===== src/rtl/spi_arb_pkg.sv =====
// spi_arb_pkg: FSM states, spi_core register addresses and CTRL bit positions for spi_xfer_arbiter.
package spi_arb_pkg;
  typedef enum logic [2:0] {
    ST_INIT, ST_IDLE, ST_SS, ST_TX, ST_GO, ST_WAIT, ST_RX, ST_RSP
  } state_e;
  localparam logic [7:0] SPI_ADDR_TX0 = 8'h00;
  localparam logic [7:0] SPI_ADDR_RX0 = 8'h00;
  localparam logic [7:0] SPI_ADDR_CTRL = 8'h10;
  localparam logic [7:0] SPI_ADDR_DIVIDER = 8'h14;
  localparam logic [7:0] SPI_ADDR_SS = 8'h18;
  localparam int CTRL_GO = 8;
  localparam int CTRL_IE = 12;
  localparam int CTRL_ASS = 13;
endpackage


===== src/rtl/spi_rr_arbiter.sv =====
// spi_rr_arbiter: combinational round-robin pick of the first request at or after ptr_i.
module spi_rr_arbiter #(
  parameter int NREQ = 4,
  localparam int IW = $clog2(NREQ)
) (
  input  logic [NREQ-1:0] req_i,
  input  logic [IW-1:0]   ptr_i,
  output logic [NREQ-1:0] gnt_o,
  output logic [IW-1:0]   idx_o,
  output logic            any_o
);
  logic [IW-1:0] j;
  assign any_o = |req_i;
  // scan offsets from farthest to nearest so the nearest valid index wins
  always_comb begin
    gnt_o = '0;
    idx_o = '0;
    j = '0;
    for (int k = NREQ - 1; k >= 0; k--) begin
      j = IW'((int'(ptr_i) + k) % NREQ);
      if (req_i[j]) begin
        gnt_o = '0;
        gnt_o[j] = 1'b1;
        idx_o = j;
      end
    end
  end
endmodule


===== src/rtl/spi_xfer_arbiter.sv =====
// spi_xfer_arbiter: shares one spi_core among NREQ requesters, sequencing SS/TX/CTRL, wait, RX.
// Define SPI_ARB_TIMEOUT_EN to bound WAIT by TIMEOUT_CYC cycles.
module spi_xfer_arbiter import spi_arb_pkg::*; #(
  parameter int NREQ = 4,
  parameter int SS_NB = 8,
  parameter int CHAR_LEN = 32,
  parameter logic [15:0] CLK_DIV = 16'd1
`ifdef SPI_ARB_TIMEOUT_EN
  , parameter int TIMEOUT_CYC = 4096
`endif
) (
  input  logic                     clk_i,
  input  logic                     rst_i,
  input  logic [NREQ-1:0]          req_valid_i,
  input  logic [NREQ*32-1:0]       req_data_i,
  input  logic [NREQ*SS_NB-1:0]    req_ss_i,
  output logic [NREQ-1:0]          req_ready_o,
  output logic                     rsp_valid_o,
  output logic [$clog2(NREQ)-1:0]  rsp_id_o,
  output logic [31:0]              rsp_data_o,
  output logic                     rsp_err_o,
  output logic                     busy_o,
  output logic                     re_o,
  output logic                     we_o,
  output logic [7:0]               addr_o,
  output logic [31:0]              wdata_o,
  output logic [3:0]               be_o,
  input  logic [31:0]              rdata_i,
  input  logic                     error_i,
  input  logic                     intr_i
);
  localparam int IW = $clog2(NREQ);
  localparam logic [31:0] CTRL_WORD =
    32'((1 << CTRL_GO) | (1 << CTRL_IE) | (1 << CTRL_ASS) | (CHAR_LEN & 'h7F));
  state_e state_q, state_d;
  logic boot_q, err_q, err_d, first_q;
  logic [IW-1:0] ptr_q, ptr_d, id_q, id_d, idx;
  logic [31:0] data_q, data_d, rx_q, rx_d;
  logic [SS_NB-1:0] ss_q, ss_d;
  logic [NREQ-1:0] gnt;
  logic any;
  logic [31:0] rd [NREQ];
  logic [SS_NB-1:0] rs [NREQ];
  for (genvar g = 0; g < NREQ; g++) begin : g_unpack
    assign rd[g] = req_data_i[g*32 +: 32];
    assign rs[g] = req_ss_i[g*SS_NB +: SS_NB];
  end
  spi_rr_arbiter #(.NREQ(NREQ)) u_rr (
    .req_i(req_valid_i),
    .ptr_i(ptr_q),
    .gnt_o(gnt),
    .idx_o(idx),
    .any_o(any)
  );
`ifdef SPI_ARB_TIMEOUT_EN
  logic [15:0] cnt_q;
  always_ff @(posedge clk_i)
    cnt_q <= (rst_i || state_q != ST_WAIT) ? 16'd0 : cnt_q + 16'd1;
`endif
  always_comb begin
    state_d = state_q;
    ptr_d = ptr_q;
    id_d = id_q;
    data_d = data_q;
    ss_d = ss_q;
    err_d = err_q;
    rx_d = rx_q;
    req_ready_o = '0;
    we_o = 1'b0;
    re_o = 1'b0;
    addr_o = '0;
    wdata_o = '0;
    case (state_q)
      ST_INIT: if (!boot_q) begin
        we_o = 1'b1;
        addr_o = SPI_ADDR_DIVIDER;
        wdata_o = {16'd0, CLK_DIV};
        state_d = ST_IDLE;
      end
      ST_IDLE: if (any) begin
        req_ready_o = gnt;
        id_d = idx;
        data_d = rd[idx];
        ss_d = rs[idx];
        err_d = 1'b0;
        ptr_d = (idx == IW'(NREQ - 1)) ? '0 : idx + 1'b1;
        state_d = ST_SS;
      end
      ST_SS: begin
        we_o = 1'b1;
        addr_o = SPI_ADDR_SS;
        wdata_o = 32'(ss_q);
        state_d = ST_TX;
      end
      ST_TX: begin
        we_o = 1'b1;
        addr_o = SPI_ADDR_TX0;
        wdata_o = data_q;
        state_d = ST_GO;
      end
      ST_GO: begin
        we_o = 1'b1;
        addr_o = SPI_ADDR_CTRL;
        wdata_o = CTRL_WORD;
        state_d = ST_WAIT;
      end
      // first WAIT cycle ignores intr_i so a level left over from a previous transfer is skipped
      ST_WAIT: if (!first_q && intr_i) state_d = ST_RX;
`ifdef SPI_ARB_TIMEOUT_EN
      else if (cnt_q == 16'(TIMEOUT_CYC - 1)) begin
        we_o = 1'b1;
        addr_o = SPI_ADDR_CTRL;
        err_d = 1'b1;
        state_d = ST_RSP;
      end
`endif
      ST_RX: begin
        re_o = 1'b1;
        addr_o = SPI_ADDR_RX0;
        rx_d = rdata_i;
        state_d = ST_RSP;
      end
      default: state_d = ST_IDLE;
    endcase
    if ((we_o || re_o) && error_i) err_d = 1'b1;
  end
  always_ff @(posedge clk_i)
    if (rst_i) begin
      state_q <= ST_INIT;
      boot_q <= 1'b1;
      first_q <= 1'b0;
      ptr_q <= '0;
      id_q <= '0;
      data_q <= '0;
      ss_q <= '0;
      err_q <= 1'b0;
      rx_q <= '0;
    end else begin
      state_q <= state_d;
      boot_q <= 1'b0;
      first_q <= state_q == ST_GO;
      ptr_q <= ptr_d;
      id_q <= id_d;
      data_q <= data_d;
      ss_q <= ss_d;
      err_q <= err_d;
      rx_q <= rx_d;
    end
  assign be_o = 4'hF;
  assign busy_o = state_q != ST_IDLE && !boot_q;
  assign rsp_valid_o = state_q == ST_RSP;
  assign rsp_err_o = rsp_valid_o && err_q;
  assign rsp_id_o = rsp_valid_o ? id_q : '0;
  assign rsp_data_o = (rsp_valid_o && !err_q) ? rx_q : '0;
endmodule


===== config.mk =====
export PLATFORM = sky130hd
export DESIGN_NAME = spi_xfer_arbiter
export DESIGN_NICKNAME = d
export VERILOG_FILES = /design/src/rtl/spi_arb_pkg.sv /design/src/rtl/spi_rr_arbiter.sv /design/src/rtl/spi_xfer_arbiter.sv
export SDC_FILE = /design/constraint.sdc
export NUM_CORES = 1
export LEC_CHECK = 0
export BUFFER_PORTS_ARGS = -buffer_cell sky130_fd_sc_hd__buf_2
export CORE_MARGIN = 5
export CORE_UTILIZATION = 48
export CTS_CLUSTER_DIAMETER = 80
export CTS_CLUSTER_SIZE = 24
export DETAILED_ROUTE_END_ITERATION = 10
export MAX_ROUTING_LAYER = met4
export PLACE_DENSITY_LB_ADDON = 0.3
export SKIP_LAST_GASP = 1
export SLEW_MARGIN = 10
export SYNTH_ARGS = -nofsm -noshare
export SYNTH_HDL_FRONTEND = slang
export SYNTH_HIERARCHICAL = 1
export SYNTH_SLANG_ARGS = --single-unit
export TNS_END_PERCENT = 10

===== constraint.sdc =====
create_clock -name clk_i -period 8.2 [get_ports clk_i]
set_input_delay 1.64 -clock clk_i [delete_from_list [all_inputs] [get_ports clk_i]]
set_output_delay 1.64 -clock clk_i [all_outputs]
set_load 0.02 [all_outputs]

# ---- Word level (Yosys, flattened, before mapping)
# Index checks and enable logic that the tools add are counted.
dict set report classes {
  bitwise 1
  n_reduce_logical 21
  n_mux 50
  n_lt_le_gt_ge 9
  add_sub_neg 4
  n_eq_ne 12
}
# cell count
set ops {}
lappend ops {{32-bit one-hot mux with 4 select lines} 1}
lappend ops {{32-bit 2-to-1 mux} 3}
lappend ops {{32-bit binary-select mux with 2-bit select} 1}
lappend ops {{4-bit 2-to-1 mux} 6}
lappend ops {{3-bit one-hot mux with 7 select lines} 1}
lappend ops {{8-bit binary-select mux with 2-bit select} 1}
lappend ops {{8-bit 2-to-1 mux} 2}
lappend ops {{1-bit 2-to-1 mux} 15}
lappend ops {{5-bit one-hot mux with 3 select lines} 1}
lappend ops {{3-bit equality test, second input constant} 4}
lappend ops {{2-bit by 3-bit < comparator with 1-bit output, second input constant} 4}
lappend ops {{2-bit 2-to-1 mux} 6}
lappend ops {{1-bit logical AND} 9}
lappend ops {{3-bit 2-to-1 mux} 3}
lappend ops {{1-bit binary-select mux with 2-bit select} 4}
lappend ops {{1-bit demux with 2-bit select} 4}
lappend ops {{2-bit by 1-bit >= comparator with 1-bit output, second input constant} 4}
lappend ops {{3-bit by 2-bit equality test with 1-bit output, second input constant} 2}
lappend ops {{2-bit != test, second input constant} 3}
lappend ops {{5-bit 2-to-1 mux} 1}
lappend ops {{2-bit by 1-bit adder with 2-bit output, second input constant} 2}
lappend ops {{2-bit adder, second input constant} 2}
lappend ops {{2-bit AND reduction} 2}
lappend ops {{2-bit nonzero test} 2}
lappend ops {{other kinds (12)} 14}
dict set report totals {
  reg_bits 82
  output_inout_bits 87
}

# ---- Depth between registers and ports, before layout
# Gate-level depths: netlist of run 1.
dict set report depth {
  ltp_word 11
  mapped_depth 12
  depth_no_buf 9
}

# ---- Modules after synthesis
# The synthesis of run 1 kept the hierarchy.
# module n_inst cells_each area_per_inst_um2
set by_module_without_submodules {}
lappend by_module_without_submodules {spi_xfer_arbiter 1 435 4420.5}
lappend by_module_without_submodules {spi_rr_arbiter 1 67 530.5}

# ---- Worst setup path after synthesis of run 1
# OpenSTA, ideal clock, no wires.
dict set report synth_path {
  path_type {input-to-output}
  start {in req_valid_i[1]}
  end {out req_ready_o[2]}
  required_time_ps 6560
  setup_slack_ps 3339
  path_buffers 1
  arrival_ps 3221
  stages 6
  path_cell_list {buf_2 > mux4_2 > or4b_1 > o41a_1 > nand4_1 > and2_1}
}
dict set report synth_between {
  elab_chain_cells 8
}
# element line_no
set synth_rtl {}
lappend synth_rtl {{from (decl)} spi_xfer_arbiter.sv:14} ;# input logic [NREQ-1:0] req_valid_i,
lappend synth_rtl {{1-bit binary-select mux with 2-bit select} spi_rr_arbiter.sv:21} ;# if (req_i[j]) begin
lappend synth_rtl {{1-bit 2-to-1 mux (not written as such)} spi_rr_arbiter.sv:21}
lappend synth_rtl {{4-bit 2-to-1 mux (3 in a row)} spi_rr_arbiter.sv:21}
lappend synth_rtl {{4-bit 2-to-1 mux (*)} spi_rr_arbiter.sv:21}
lappend synth_rtl {{net gnt[2]} spi_xfer_arbiter.sv:40} ;# logic [NREQ-1:0] gnt;
lappend synth_rtl {{4-bit 2-to-1 mux (*)} spi_xfer_arbiter.sv:80} ;# ST_IDLE: if (any) begin
lappend synth_rtl {{4-bit 2-to-1 mux (*)} spi_xfer_arbiter.sv:73} ;# case (state_q)
lappend synth_rtl {{to (decl)} spi_xfer_arbiter.sv:17} ;# output logic [NREQ-1:0] req_ready_o,
# Mark *: on every way through the listed nets, which the timed path passes. The rest lies on a longest branch. The select of a mux whose other input is x is not followed.

# ---- Worst setup path after layout of run 1
dict set report layout_path {
  start {reg ptr_q[0]}
  end {out req_ready_o[2]}
}
dict set report layout_between {
  elab_chain_cells 11
}
# element line_no
set layout_rtl {}
lappend layout_rtl {{from (decl)} spi_xfer_arbiter.sv:37} ;# logic [IW-1:0] ptr_q, ptr_d, id_q, id_d, idx;
lappend layout_rtl {{from (signal assigned)} spi_xfer_arbiter.sv:142} ;# ptr_q <= ptr_d;
lappend layout_rtl {{2-bit adder} spi_rr_arbiter.sv:20} ;# j = IW'((int'(ptr_i) + k) % NREQ);
lappend layout_rtl {{2-bit by 3-bit < comparator with 1-bit output (not written as such) / 2-bit by 1-bit >= comparator with 1-bit output (equally long branches)} spi_rr_arbiter.sv:23} ;# gnt_o[j] = 1'b1;
lappend layout_rtl {{1-bit logical AND (not written as such)} spi_rr_arbiter.sv:23}
lappend layout_rtl {{1-bit 2-to-1 mux (not written as such)} spi_rr_arbiter.sv:23}
lappend layout_rtl {{1-bit demux with 2-bit select} n/a}
lappend layout_rtl {{4-bit 2-to-1 mux (3 in a row)} spi_rr_arbiter.sv:21}
lappend layout_rtl {{4-bit 2-to-1 mux (*)} spi_rr_arbiter.sv:21}
lappend layout_rtl {{net gnt[2]} spi_xfer_arbiter.sv:40}
lappend layout_rtl {{4-bit 2-to-1 mux (*)} spi_xfer_arbiter.sv:80}
lappend layout_rtl {{4-bit 2-to-1 mux (*)} spi_xfer_arbiter.sv:73}
# Marks and branches as above.

==> results by group, run 1 <==
Critical path
  • CP Capture Type: output port
  • Crit path kind: reg2out
  • Crit-path cells: inv_1, ha_1, mux4_2, or4b_1, o41a_1, nand4_1, and2_1, buf_2
  • Worst EP arrival: 3380 ps
  • Worst path slowest cell: dfxtp_1
  • Reg-to-reg slack, setup: 4110 ps
  • Worst Path Required: between 6000 and 7000 ps
  • CP peak stage delay: 720 ps
  • Worst setup SP type: flop
  • Largest fanout on the critical path: 15

Routing
  • Post-DR vias/cell: 5.54
  • DRC errors left: 0
  • Routed wire per std cell: 18.6 um
  • Via count: 4,938
  • Drt first pass iters: 5
  • Number of DRC markers in iteration 0: around 430
  • Final WL: 16,600 um
  • Post-DRT Antenna Nets: 0

Clocking
  • H-tree depth: 3
  • Worst-path clk slew: 90 ps
  • Worst-skew pair later-pin latency: 360 ps
  • Postcts setup bufs: 0
  • Hold_buf cts: 0
  • Cts bufs inserted: 9
  • CTS tree: yes
  • Max clock buf depth: 2
  • Clock Sink Count: 82
  • PostCTS Resize Cnt: 0
  • Root buf cell: clkbuf_8

Final layout
  • Share of cells above drive strength 1: 0.479
  • NumNets Final: 956
  • Area of the multi-input gates: 2990 um2
  • Non-Filler Instances: 891
  • Most frequent cells in the layout: 277 x buf_2, 85 x nand2_1, 82 x dfxtp_1
  • Fillcell total: 892
  • Storage cell area: 1640 um2
  • Most common cell after layout, fill and taps aside: buf_2
  • Final core utilization: 0.639
  • P&R area growth vs syn: 31.4%

STA
  • Max Clk Rate: 199 MHz
  • Pins Over Slew Limit: 0
  • Hold WS: ~450 ps
  • RSZ-0062 raised after global routing: no
  • Fin crit share: 0.612
  • Worst slew margin: 0.302
  • Setup total negative slack: 0 ps
  • Worst-margin pin slew: 1050 ps
  • Clock skew: approximately 11 ps
  • Final Critical Period: 5020 ps
  • Hold Violations, Final: 0
  • # setup viols final: 0

Pwr
  • Leak Pwr: 3.06 nW
  • Total power: 0.00126 W
  • PwrDens: 194 nW/um2
  • VDD IR-drop max: 81.3 uV

Synth
  • Number of distinct library cells after synthesis: 50
  • Post-synth top area share: 0.332
  • Mapped cell area: just under 5000 um2
  • Post-synth ARST share: 0
  • Sequential-to-total area share from yosys stat: 0.332
  • #FFs+latches synth: 82
  • Top post-synthesis cells by area: dfxtp_1 33%, mux4_2 19%, a22o_1 8.1%
  • Syn Inst Count: 502
  • Yosys top cell by area: dfxtp_1
  • EDFF count, synth: 0
  • YS warnings: 6
  • Avg Cell Area, Syn: 9.86 um2
  • Synth Flop Type: dfxtp_1

Job
  • Max-Cap Viols: 0

GRT
  • Antenna violations before repair: 3
  • Largest net degree at the start of global routing: 45
  • Vias in the first global route: 4,984
  • Overflow after GRT: 0
  • First-pass GRT wire length: 25,500 um
  • Total GRT Usage: 0.263

Floorplanning
  • Initial Util: 0.486
  • Chip Height: 112 um
  • # rows: 37
  • Die area: around 12,000 um2
  • Core ar.: roughly 10,000 um2
  • I/O pin cnt: 287
  • Die boundary width: between 100 and 150 um

Min path
  • Min-delay worst type: reg2reg

Place
  • DP Cell Count: 872
  • Routability cong.: 0.924
  • Port Buf Inserts: 277
  • Hpwl dp: 13,200 um

Run status
  • Status: complete, no violations
-- cell usage after synthesis, types with 3 or more instances --
| library cell | instances |
|---|---|
| mux2i_1 | 3 |
| o211ai_1 | 5 |
| o21ai_0 | 3 |
| ha_1 | 9 |
| a21oi_1 | 47 |
| nor2_1 | 15 |
| buf_2 | 14 |
| inv_2 | 3 |
| a22o_1 | 46 |
| and2_1 | 39 |
| nand2_1 | 85 |
| inv_1 | 5 |
| buf_4 | 12 |
| and3_1 | 22 |
| nor3_1 | 4 |
| buf_1 | 4 |
| dfxtp_1 | 82 |
| a221oi_1 | 3 |
| clkbuf_1 | 12 |
| mux4_2 | 42 |
| buf_6 | 11 |
-- state kept, by name (all words and copies together) (netlist names) --
register and count:
data_q 32, rx_q 32, ss_q 8, state_q 3
id_q 2, ptr_q 2, boot_q 1, err_q 1
first_q 1
-- final cells by class --
| cell class | count | area share |
|---|---|---|
| inverter | 8 | 0.00462 |
| clock inverter | 6 | 0.0175 |
| tap | 136 | 0.0262 |
| antenna | 3 | 0.00115 |
| timing repair buffer | 281 | 0.218 |
| clock buffer | 10 | 0.0212 |
| multi-input combinational | 365 | 0.459 |
| sequential | 82 | 0.252 |
-- stage by stage --
stage	worst slack (ps)	area [um2]
2_1_floorplan	3340	4980
3_3_place_gp	3230	6250
3_5_place_dp	3140	6250
4_1_cts	3170	6500
5_1_grt	3040	6510
6_report	3180	6510
-- cell families after synthesis --
family          count (synthesis)  synth area share
buf+inv                        62            0.0766
fa+ha+maj                       9            0.0227
mux                            48             0.207
compound gates                113             0.167
xor+xnor                        2           0.00354
other cells                     2           0.00152
simple gates                  184             0.190
flops                          82             0.332
-- metal layers --
metal  part of all wire  global-route usage
met1               0.38               0.304
met2               0.50               0.442
met5                  0                   -
met4              0.047               0.137
met3              0.072              0.0424
-- worst max-delay path, delay by kind of cell (launching register included) --
kind,cells,cell delay [ps]
mux,1,440
buf+inv,2,450
flops,1,720
simple gates,3,720
fa+ha+maj,1,570
compound gates,1,120
-- where the power goes --
group | leakage, nW | switching (W) | internal [W]
Clock | 0.119 | 0.000155 | 0.000211
Sequential | 0.666 | 0.0000372 | 0.000434
Combinational | 2.28 | 0.000206 | 0.000219
-- final timing paths --
check | from | endpoint | cells past startpoint
worst max-delay path | ptr_q[0]$_SDFFE_PP0P_ | req_ready_o[2] | 8
worst min-delay path | rx_q[5]$_SDFFE_PP0P_ | rx_q[5]$_SDFFE_PP0P_ | 2
worst max register to register | ptr_q[0]$_SDFFE_PP0P_ | ss_q[6]$_SDFFE_PP0P_ | 7
worst min register to register | rx_q[5]$_SDFFE_PP0P_ | rx_q[5]$_SDFFE_PP0P_ | 2
Note: power is estimated with default switching activity, not from simulation.
==> inputs of run 2 (changes only) <==
--- a/config.mk
+++ b/config.mk
@@ -7,7 +7,7 @@
 export LEC_CHECK = 0
 export BUFFER_PORTS_ARGS = -buffer_cell sky130_fd_sc_hd__buf_2
 export CORE_MARGIN = 5
-export CORE_UTILIZATION = 48
+export CORE_UTILIZATION = 40
 export CTS_CLUSTER_DIAMETER = 80
 export CTS_CLUSTER_SIZE = 24
 export DETAILED_ROUTE_END_ITERATION = 10
==> constraint.sdc (replaced) <==
create_clock -name clk_i -period 4.1 [get_ports clk_i]
set_input_delay 0.82 -clock clk_i [delete_from_list [all_inputs] [get_ports clk_i]]
set_output_delay 0.82 -clock clk_i [all_outputs]
set_load 0.02 [all_outputs]
==> run 2 against run 1 <==
Non-clock buffer count up 10. Sequential cell count unchanged. Combinational power up 120%. Die area up 18%. Clock power up 110%. Critical path type unchanged. Highest routed layer unchanged. Critical endpoint unchanged. Clock skew down 3.0 ps. Final cell count up 4.5%.
==> results by group, run 2 (synthesis results as in run 1) <==
STA
  • Fin crit share: 0.932
  • Pins Over Slew Limit: 0
  • # setup viols final: 0
  • Final Critical Period: between 3000 and 4000 ps
  • Max Clk Rate: between 200 and 300 MHz
  • Hold Violations, Final: 0
  • Worst slew margin: 0.351
  • Worst-margin pin slew: 972 ps
  • Clock skew: approximately 7.8 ps
  • RSZ-0062 raised after global routing: no
  • Setup total negative slack: 0 ps

Clocking
  • Root buf cell: clkbuf_16
  • Max clock buf depth: 2
  • Hold_buf cts: 0
  • Clock Sink Count: 82
  • CTS tree: yes
  • Worst-path clk slew: 60 ps
  • H-tree depth: 3
  • Worst-skew pair later-pin latency: ~330 ps
  • Cts bufs inserted: 9

Place
  • Hpwl dp: between 10,000 and 15,000 um
  • Port Buf Inserts: 277
  • DP Cell Count: 914
  • Routability cong.: 0.949
  • Placed Area: roughly 6400 um2

Final layout
  • Largest regs: data_q: 32 flops, rx_q: 32 flops, ss_q: 8 flops
  • NumNets Final: 966
  • Non-Filler Instances: 931
  • Most common cell after layout, fill and taps aside: buf_2
  • Fin area: around 6700 um2
  • Fillcell total: 1,087
  • Most frequent cells in the layout: 277 x buf_2, 85 x nand2_1, 81 x dfxtp_1
  • Share of cells above drive strength 1: 0.487
  • P&R area growth vs syn: 34.7%

Pwr
  • VDD IR-drop max: approximately 200 uV
  • PwrDens: 393 nW/um2
  • Total power: 0.00262 W
  • Leak Pwr: 3.13 nW

Routing
  • Via count: between 4k and 5k
  • Routed wire per std cell: ~17 um
  • DRC errors left: 0
  • Number of DRC markers in iteration 0: 225
  • Post-DRT Antenna Nets: 0
  • Final WL: between 15,000 and 20,000 um
  • Post-DR vias/cell: 5.15
  • Drt first pass iters: 4

Floorplanning
  • Core ar.: 12,100 um2
  • Initial Util: 0.410
  • I/O pin cnt: approximately 290
  • Die boundary width: 121 um
  • # rows: 40
  • Die area: 14,700 um2
  • Chip Height: 121 um

GRT
  • Overflow after GRT: 0
  • Total GRT Usage: 0.205
  • GRT met1 Usage: 0.252
  • Largest net degree at the start of global routing: 45
  • GR peak layer: met2
  • Vias in the first global route: 4,809
  • Antenna violations before repair: 1
  • First-pass GRT wire length: 23,700 um
  • Met3 global-route usage: 0.0284
  • Met2 usage: 0.355

Critical path
  • Family with the most delay on the worst path: simple AND/OR/NAND/NOR gates
  • CP Capture Type: output port
  • Worst EP arrival: 3000 ps
  • Worst setup SP type: flop
  • Worst path slowest cell: or4b_1
  • Crit-path cells: inv_1, ha_1, mux4_2, or4b_1, o41a_1, nand4_1, and2_1, buf_2
  • CP peak stage delay: 540 ps
  • Largest fanout on the critical path: 13
  • Worst Path Required: around 3300 ps
  • Worst path bufs/invs: 2
  • Crit path kind: reg2out

Min path
  • Min-delay worst type: reg2reg

Run status
  • Status: complete, no violations

Job
  • Max-Cap Viols: 0
==> run 2: cell type report <==
class                      count  area, um2  area share
multi-input combinational    365       2990       0.449
sequential                    82       1640       0.246
clock buffer                   9        225      0.0338
clock inverter                 7       58.8     0.00882
inverter                       8       30.0     0.00450
tap                          168        210      0.0315
timing repair buffer         291       1500       0.226
antenna                        1       2.50    0.000375
==> run 2: worst register-to-register path, cell delays in order (launching register included) <==
cell and delay (ps):
dfxtp_1 330, buf_4 210, mux4_1 630, a311o_1 420, o32ai_4 610, buf_4 280, mux4_2 510, a22o_1 190
==> run 2: power by group <==
group          switching [W]  internal, W  total (W)
clock               0.000351     0.000422   0.000773
sequential         0.0000531     0.000870   0.000923
combinational       0.000443     0.000484   0.000927
==> run 2: path summary, 6_finish.rpt <==
check	startpoint	slack [ps]	depth (start not counted)	endpoint
worst min register to register	rx_q[11]$_SDFFE_PP0P_	450	2	rx_q[11]$_SDFFE_PP0P_
worst min-delay path	rx_q[11]$_SDFFE_PP0P_	450	2	rx_q[11]$_SDFFE_PP0P_
worst max register to register	ptr_q[0]$_SDFFE_PP0P_	820	7	data_q[24]$_SDFFE_PP0P_
worst max-delay path	ptr_q[1]$_SDFFE_PP0P_	280	8	req_ready_o[2]
==> run 2: timing repair <==
action / 4_1_cts / 5_1_grt
resized for setup: 0 / 1
setup endpoints to repair: 0 / 4
buffers inserted: 0 / 0
endpoints found under the hold margin: 0 / 0
==> run 2: metrics by stage <==
| stage | utilization | hold slack (ps) | setup slack, ps |
|---|---|---|---|
| finish | 0.553 | 451 | 277 |
| global route | 0.553 | 469 | 105 |
| CTS | 0.552 | 452 | 73.7 |
| detailed placement | 0.529 | 443 | 414 |
| global placement | 0.529 | 437 | 491 |
| floorplan | - | 432 | 746 |
==> run 2: metal layers <==
metal / part of all wire / vias up / wire [um]
met5: 0 / - / 0
met4: 0.016 / 0 / 245
met3: 0.068 / 13 / 1060
met2: 0.51 / 198 / 7870
met1: 0.41 / 2257 / 6340
li1: - / 2330 / -
